===== src/rtl/bist_pkg.sv =====
// Shared constants and FSM encoding for the BIST session scheduler.
package bist_pkg;

  localparam int unsigned DefNumCores = 4;
  localparam int unsigned DefSigWidth = 16;
  localparam int unsigned DefTimeout  = 1024;

  typedef enum logic [2:0] {
    StIdle,
    StSelect,
    StLaunch,
    StWaitDone,
    StCompare,
    StFinish
  } bistState_e;

endpackage


===== src/rtl/bist_prio_enc.sv =====
// Lowest-set-bit priority encoder: index of the lowest asserted request plus valid.
module bist_prio_enc #(
  parameter int unsigned Width = 4,
  parameter int unsigned IdxW  = (Width > 1) ? $clog2(Width) : 1
) (
  input  logic [Width-1:0] req,
  output logic [IdxW-1:0]  idx,
  output logic             valid
);

  assign valid = |req;

  // Scan downwards so the lowest set bit is the last one written.
  always_comb begin
    idx = '0;
    for (int i = int'(Width) - 1; i >= 0; i--) begin
      if (req[i]) begin
        idx = IdxW'(i);
      end
    end
  end

endmodule


===== src/rtl/bist_session_scheduler.sv =====
// Sequences RTS BIST runs over the masked cores one at a time, lowest index first,
// and collects per-core pass flags and a sticky timeout flag.
module bist_session_scheduler
  import bist_pkg::*;
#(
  parameter int unsigned NUM_CORES = DefNumCores,
  parameter int unsigned SIG_WIDTH = DefSigWidth,
  parameter int unsigned TIMEOUT   = DefTimeout
) (
  input  logic                           clk,
  input  logic                           rstIn,
  input  logic                           start,
  input  logic [NUM_CORES-1:0]           core_mask,
  input  logic [NUM_CORES*SIG_WIDTH-1:0] golden_sig,
  input  logic [NUM_CORES*SIG_WIDTH-1:0] sig_in,
  input  logic [NUM_CORES-1:0]           bist_done,
  output logic [NUM_CORES-1:0]           bist_rst,
  output logic [$clog2(NUM_CORES)-1:0]   cur_core,
  output logic                           busy,
  output logic                           session_done,
  output logic [NUM_CORES-1:0]           pass_vec,
  output logic                           timeout_err
);

  localparam int unsigned IdxW = $clog2(NUM_CORES);
  localparam int unsigned CntW = $clog2(TIMEOUT) + 1;
  localparam logic [CntW-1:0] CntLast = CntW'(TIMEOUT - 1);

  bistState_e           stateQ, stateD;
  logic [NUM_CORES-1:0] remainingQ, remainingD;
  logic [IdxW-1:0]      curCoreQ, curCoreD;
  logic [CntW-1:0]      cntQ, cntD;
  logic [NUM_CORES-1:0] bistRstQ, bistRstD;
  logic                 busyQ, busyD;
  logic                 sessionDoneQ, sessionDoneD;
  logic [NUM_CORES-1:0] passVecQ, passVecD;
  logic                 timeoutErrQ, timeoutErrD;

  logic [IdxW-1:0]      selIdx;
  logic                 selValid;
  int unsigned          sliceBase;
  logic                 sigMatch;

  bist_prio_enc #(
    .Width (NUM_CORES),
    .IdxW  (IdxW)
  ) uPrioEnc (
    .req   (remainingQ),
    .idx   (selIdx),
    .valid (selValid)
  );

  assign sliceBase = 32'(curCoreQ) * SIG_WIDTH;
  assign sigMatch  = (sig_in[sliceBase +: SIG_WIDTH] == golden_sig[sliceBase +: SIG_WIDTH]);

  // Every output is computed one cycle early and registered, so the launch pulse
  // and session_done line up exactly with the LAUNCH and FINISH states.
  always_comb begin
    stateD       = stateQ;
    remainingD   = remainingQ;
    curCoreD     = curCoreQ;
    cntD         = cntQ;
    bistRstD     = '0;
    busyD        = busyQ;
    sessionDoneD = 1'b0;
    passVecD     = passVecQ;
    timeoutErrD  = timeoutErrQ;

    unique case (stateQ)
      StIdle: begin
        if (start) begin
          remainingD  = core_mask;
          passVecD    = '0;
          timeoutErrD = 1'b0;
          busyD       = 1'b1;
          stateD      = StSelect;
        end
      end
      StSelect: begin
        if (selValid) begin
          curCoreD         = selIdx;
          bistRstD[selIdx] = 1'b1;
          stateD           = StLaunch;
        end else begin
          sessionDoneD = 1'b1;
          stateD       = StFinish;
        end
      end
      StLaunch: begin
        cntD   = '0;
        stateD = StWaitDone;
      end
      StWaitDone: begin
        cntD = cntQ + 1'b1;
        // A done arriving on the last allowed cycle still counts as done.
        if (bist_done[curCoreQ]) begin
          stateD = StCompare;
        end else if (cntQ == CntLast) begin
          timeoutErrD          = 1'b1;
          remainingD[curCoreQ] = 1'b0;
          stateD               = StSelect;
        end
      end
      StCompare: begin
        passVecD[curCoreQ]   = sigMatch;
        remainingD[curCoreQ] = 1'b0;
        stateD               = StSelect;
      end
      StFinish: begin
        busyD  = 1'b0;
        stateD = StIdle;
      end
      default: begin
        stateD = StIdle;
      end
    endcase
  end

  always_ff @(posedge clk or negedge rstIn) begin
    if (!rstIn) begin
      stateQ       <= StIdle;
      remainingQ   <= '0;
      curCoreQ     <= '0;
      cntQ         <= '0;
      bistRstQ     <= '0;
      busyQ        <= 1'b0;
      sessionDoneQ <= 1'b0;
      passVecQ     <= '0;
      timeoutErrQ  <= 1'b0;
    end else begin
      stateQ       <= stateD;
      remainingQ   <= remainingD;
      curCoreQ     <= curCoreD;
      cntQ         <= cntD;
      bistRstQ     <= bistRstD;
      busyQ        <= busyD;
      sessionDoneQ <= sessionDoneD;
      passVecQ     <= passVecD;
      timeoutErrQ  <= timeoutErrD;
    end
  end

  assign bist_rst     = bistRstQ;
  assign cur_core     = curCoreQ;
  assign busy         = busyQ;
  assign session_done = sessionDoneQ;
  assign pass_vec     = passVecQ;
  assign timeout_err  = timeoutErrQ;

endmodule


===== config.mk =====
export PLATFORM = sky130hd
export DESIGN_NAME = bist_session_scheduler
export DESIGN_NICKNAME = d
export VERILOG_FILES = /design/src/rtl/bist_pkg.sv /design/src/rtl/bist_prio_enc.sv /design/src/rtl/bist_session_scheduler.sv
export SDC_FILE = /design/constraint.sdc
export NUM_CORES = 1
export LEC_CHECK = 0
export BUFFER_PORTS_ARGS = -buffer_cell sky130_fd_sc_hd__buf_2
export CAP_MARGIN = 20
export CORE_MARGIN = 2
export CORE_UTILIZATION = 30
export CTS_BUF_LIST = sky130_fd_sc_hd__clkbuf_2 sky130_fd_sc_hd__clkbuf_4 sky130_fd_sc_hd__clkbuf_8
export DETAILED_ROUTE_END_ITERATION = 8
export GPL_TIMING_DRIVEN = 0
export SETUP_SLACK_MARGIN = 0.2
export SLEW_MARGIN = 10
export SYNTH_ARGS = -nofsm -noshare
export SYNTH_HDL_FRONTEND = slang
export SYNTH_SLANG_ARGS = --single-unit

===== constraint.sdc =====
create_clock -name clk -period 3.1 [get_ports clk]
set_input_delay 0.155 -clock clk [delete_from_list [all_inputs] [get_ports clk]]
set_output_delay 0.155 -clock clk [all_outputs]
set_load 0.1 [all_outputs]

# Word level (Yosys, flattened, before mapping)
# Cells that the tools add are included.
op_classes:
  n_addsub: 1
  order_cmp: 4
  n_eq_ne: 11
  shifts: 2
  n_mux: 33
  bitwise: 2
  reduce_logical: 15
op_table:
  columns: ["operator", "n"]
  rows:
  - ["variable part select 64 x 7 -> 16 bit", 2]
  - ["two-way mux 4 bit", 6]
  - ["case mux 11 bit (2 select lines)", 1]
  - ["equality test 16 bit", 1]
  - ["case mux 3 bit (5 select lines)", 1]
  - ["two-way mux 3 bit", 4]
  - ["case mux 4 bit (3 select lines)", 1]
  - ["adder 11 x 1 -> 11 bit (second input constant)", 1]
  - ["equality test 11 x 10 -> 1 bit (second input constant)", 1]
  - ["two-way mux 1 bit", 9]
  - ["two-way mux 2 bit", 4]
  - ["case mux 4 bit (2 select lines)", 1]
  - ["AND reduction 2 bit", 4]
  - ["AND reduction 4 bit", 2]
  - ["nonzero test 2 bit", 4]
  - ["equality test 3 x 2 -> 1 bit (second input constant)", 2]
  - ["equality test 3 bit (second input constant)", 2]
  - ["< comparator 2 x 3 -> 1 bit (second input constant)", 2]
  - ["inequality test 2 bit (second input constant)", 3]
  - ["bitwise AND 4 bit", 1]
  - ["bitwise mux 4 bit", 1]
  - ["demux 1 bit (select 2 bit)", 2]
  - [">= comparator 2 x 1 -> 1 bit (second input constant)", 2]
  - ["inverter 4 bit", 1]
  - ["8 further kinds", 10]
word_totals:
  regBits: 31
  input_bits: 139
  out_inout_bits: 13

# Longest topological paths before layout
depth:
  word_depth: 10
  mapped_depth: 7
  mapped_depth_nobuf: 6

# By module
# Synthesis repeated with hierarchy kept, for this count alone.
unflattened:
  cells_unflattened: 225
  hier_area_um2: 2494.9
modules_own_cells:
  columns: ["module", "instances", "cells_each", "area_per_inst_um2"]
  rows:
  - ["bist_session_scheduler", 1, 218, 2459.9]
  - ["bist_prio_enc", 1, 7, 35.0]

# Worst setup path after synthesis
# OpenSTA, ideal clock, no wires.
synth_timing:
  path_type: "register to register"
  startpoint: "reg curCoreQ[1] (netlist: cur_core[1])"
  endpoint: "reg passVecQ[1] (netlist: pass_vec[1])"
  setup_ns: 0.110
  t_arrival_ns: 2.731
  path_slack_ns: 0.258
  path_stages_with_launch: 8
  path_buffers: 2
  path_cell_list: "dfrtp_1 > clkbuf_1 > buf_1 > mux4_2 > xor2_1 > nor4_1 > nand4_1 > o41ai_1"
synth_between:
  elab_chain_len: 6
  elab_cells_between_ends: 10
  cone_classes: "2 x order compare; 1 x eq/ne; 2 x shift; 4 x mux; 1 x reduce/logical"
synth_rtl:
  columns: ["item", "line_no", "source"]
  rows:
  - ["from (decl)", "bist_session_scheduler.sv:31", "logic [IdxW-1:0] curCoreQ, curCoreD;"]
  - ["from (signal assigned)", "bist_session_scheduler.sv:133", "curCoreQ <= curCoreD;"]
  - ["parallel branches: the longest is 4 deep, another holds variable part select 64 x 7 -> 16 bit", null, null]
  - ["bitwise mux 4 bit *", "bist_session_scheduler.sv:105", "passVecD[curCoreQ] = sigMatch;"]
  - ["case mux 4 bit (2 select lines) *", "bist_session_scheduler.sv:69", "unique case (stateQ)"]
  - ["to (signal assigned)", "bist_session_scheduler.sv:138", "passVecQ <= passVecD;"]
  - ["to (decl)", "bist_session_scheduler.sv:36", "logic [NUM_CORES-1:0] passVecQ, passVecD;"]
# Every way passes the cells marked *.
# A chain may end at the register's enable or synchronous reset.

# Final worst setup path
# Ends and elaborated chain as after synthesis.

==> summary.txt <==
Clock network
  • CTS max path bufs: 2
  • Num CTS Buffers: 5
  • Clock Tree Root: clkbuf_8
  • Post-CTS Setup Repair Bufs: 0
  • Clock slew at reported path FFs: 0.07 ns
  • H-tree levels: 2
  • Clk sink count: 31
  • CTS tree: done
  • Worst-Skew Late Latency: 0.28 ns

Drt
  • Vias per cell: 5.03
  • DRC Markers: 0
  • Antenna-violating nets left: 0
  • Met2 WL post-DR: 4.13 mm
  • WL per Instance: around 16 um
  • Vias: 2,462
  • Initial drt markers: 73
  • DRT met1 WL: 3.08 mm
  • Detailed Routing Iterations Pass 1: 4
  • Routed Wire Length: 7.97 mm
  • DR top layer: met4
  • Met3 WL post-DR: 661 um

Timing
  • RSZ-0062 raised after global routing: false
  • Post-route setup TNS: 0 ns
  • Relative slew margins: 0.533
  • Setup WS post-layout: 0.498 ns
  • Worst clock skew: 0.00944 ns
  • Final setup viols: 0
  • Hold Fails Final Rpt: 0
  • Max Fclk: 384 MHz
  • Pins Over Slew Limit: 0
  • Final period util: 0.839
  • Clock period minus worst slack: 2.60 ns
  • Worst slew pin tran: 0.700 ns

Placed design
  • Area post-placement: 0.00335 mm2
  • Gpl congestion: 0.802
  • Inst Count DP: 480
  • DP Worst Slack: around 0.36 ns
  • IO buf count: between 150 and 200
  • Post-DP HPWL: roughly 6.6 mm

GRT
  • Largest net degree at the start of global routing: 32
  • Total track usage: 0.170
  • Number of global-route vias before repair: 2,404
  • GR Overflow Total: 0
  • Initial antenna violation count: 0
  • First-pass GRT wire length: 11.8 mm

Setup path
  • Worst Setup SP: cur_core[1]$_DFFE_PN0P_
  • Worst setup EP type: flop
  • Reg2Reg Launch Point: cur_core[1]$_DFFE_PN0P_
  • Critical path class: flop to flop
  • CP Launch Type: flop
  • Worst endpoint data arrival time: around 2.8 ns
  • Required @ worst endpoint: about 3.3 ns
  • Crit Path Max Fanout: 10
  • Reg-to-reg slack, setup: 0.50 ns

Yosys
  • Synth top area share: 0.315
  • Number of synthesized flops with an enable pin: 0
  • Synth Flop Type: dfrtp_1
  • Yosys Warn Count: 0
  • Top cell type by total area after synthesis: dfrtp_1
  • Top-count cell post-synth: mux4_2
  • Synth Register Bits: 31
  • Ys async rst share: 1.00
  • Post-Syn Nets: 364
  • Largest cells by area after synthesis: dfrtp_1, mux4_2, xor2_1, nand2_1, o21ai_0
  • Post-Synthesis Cell Area: 0.00246 mm2
  • Syn Inst Count: 224
  • Post-synth top cells: mux4_2, dfrtp_1, nand2_1
  • Syn Area/Cell: 11.0 um2
  • Sequential fraction of the synthesis area: 0.315
  • Unique cell type count in the Yosys netlist: 36

Finish
  • Non-Filler Instances: about 500
  • Fin nets: between 500 and 600
  • Synth-to-layout area growth: 40.7%
  • Share of layout cells above drive strength 1: 0.526
  • Post-layout instance area: 0.00347 mm2
  • Post-layout util: 0.429
  • Number of fill cells: about 830
  • Ant diodes: 0

Status
  • Status: finished, final reports clean

Die
  • DIE AREA: 0.00896 mm2
  • Initial core utilization: 0.305
  • Std cell rows: 33
  • Io pins: between 150 and 200
  • Core Footprint: about 0.008 mm2
  • Die width: 94.6 um
  • Die Height: 94.6 um

Pwr
  • Pwr/cell area: ~820 mW/mm2
  • Pleak: about 1.7 nW
  • Peak supply drop: 0.374 mV

Hold path
  • Hold WC Path Type: input pin to flop
  • Min-delay src: core_mask[3]

Flow run
  • Max-cap violations: 0
[cell usage in the layout, fill, tap and decap left out, types with 2 or more instances in the layout]
cell type	synthesis	layout
clkbuf_2	0	2
a22o_1	3	3
and4_1	2	2
nand2_1	24	24
buf_2	1	152
buf_6	3	3
or2_2	2	2
mux2i_1	3	3
nand3_1	8	8
nor2_1	14	14
o41ai_1	3	3
mux4_2	33	33
clkbuf_8	0	7
nand4_1	4	4
nor3_1	5	5
o311ai_0	3	3
nor4_1	4	4
o21ai_0	16	16
dfrtp_1	31	31
inv_1	5	5
and2_1	3	3
nand2b_1	2	2
clkbuf_1	7	7
a21oi_1	14	14
xor2_1	18	18
o21a_1	2	2
[through the flow]
stage	power [mW]	hold slack, ns
floorplan	2.07	-0.141
global placement	2.48	0.246
detailed placement	2.50	0.248
CTS	2.87	0.0597
global route	3.04	0.0800
finish	2.84	0.0603
[where the power goes]
| part | internal, mW | leakage [nW] | switching, mW |
|---|---|---|---|
| logic | 0.819 | 1.22 | 1.08 |
| clock network | 0.211 | 0.0549 | 0.147 |
| registers | 0.505 | 0.408 | 0.0788 |
[area by class of cell]
type | count | area (um2) | area share
tap | 105 | 131 | 0.0379
multi-input combinational | 173 | 1570 | 0.454
buffer | 15 | 98.8 | 0.0285
sequential | 31 | 776 | 0.224
clock buffer | 8 | 104 | 0.0299
timing repair buffer | 152 | 766 | 0.221
inverter | 5 | 18.8 | 0.00541
[kinds of logic (layout without fill, tap and decap cells)]
| logic type | count (synthesis) | in the layout | synth area share |
|---|---|---|---|
| flip-flops | 31 | 31 | 0.315 |
| AO/OA/AOI/OAI | 46 | 46 | 0.115 |
| XOR/XNOR | 18 | 18 | 0.0640 |
| adder cells (fa/ha/maj) | 1 | 1 | 0.00508 |
| multiplexers | 36 | 36 | 0.314 |
| buffers and inverters | 20 | 180 | 0.0467 |
| AND/OR/NAND/NOR | 72 | 72 | 0.141 |
[worst max-delay path, stage by stage (launching register included)]
cell and delay (ns):
dfrtp_1 0.33, clkbuf_1 0.20, buf_1 0.46, mux4_2 0.41, xor2_1 0.19, nor4_1 0.26
nand4_1 0.26, o41ai_1 0.37
[routing by layer]
metal	track usage	vias to the layer above
met5	0	-
li1	-	1179
met2	0.316	99
met1	0.198	1175
met3	0.0383	9
met4	0.0374	0
[worst paths after layout]
check                                       endpoint  cells after the start
max                          pass_vec[1]$_DFFE_PN0P_                      7
min in group asynchronous  remainingQ[2]$_DFFE_PN0P_                      2
max in group asynchronous    pass_vec[0]$_DFFE_PN0P_                      2
max reg2reg                  pass_vec[1]$_DFFE_PN0P_                      7
min reg2reg                  pass_vec[3]$_DFFE_PN0P_                      2
min                        remainingQ[3]$_DFFE_PN0P_                      3
[state kept, by name, indices dropped and copies added, names as in the netlist]
name and flops:
busy 1, bist_rst 4, remainingQ 4, stateQ 3, pass_vec 4, cntQ 11
timeout_err 1, cur_core 2, session_done 1
[repair_timing]
action	4_1_cts	5_1_grt
resized for setup	0	2
setup endpoints to repair	0	2
hold endpoints to repair	31	0
hold buffers	1	0
No activity file was read; power rests on OpenSTA's default activity.
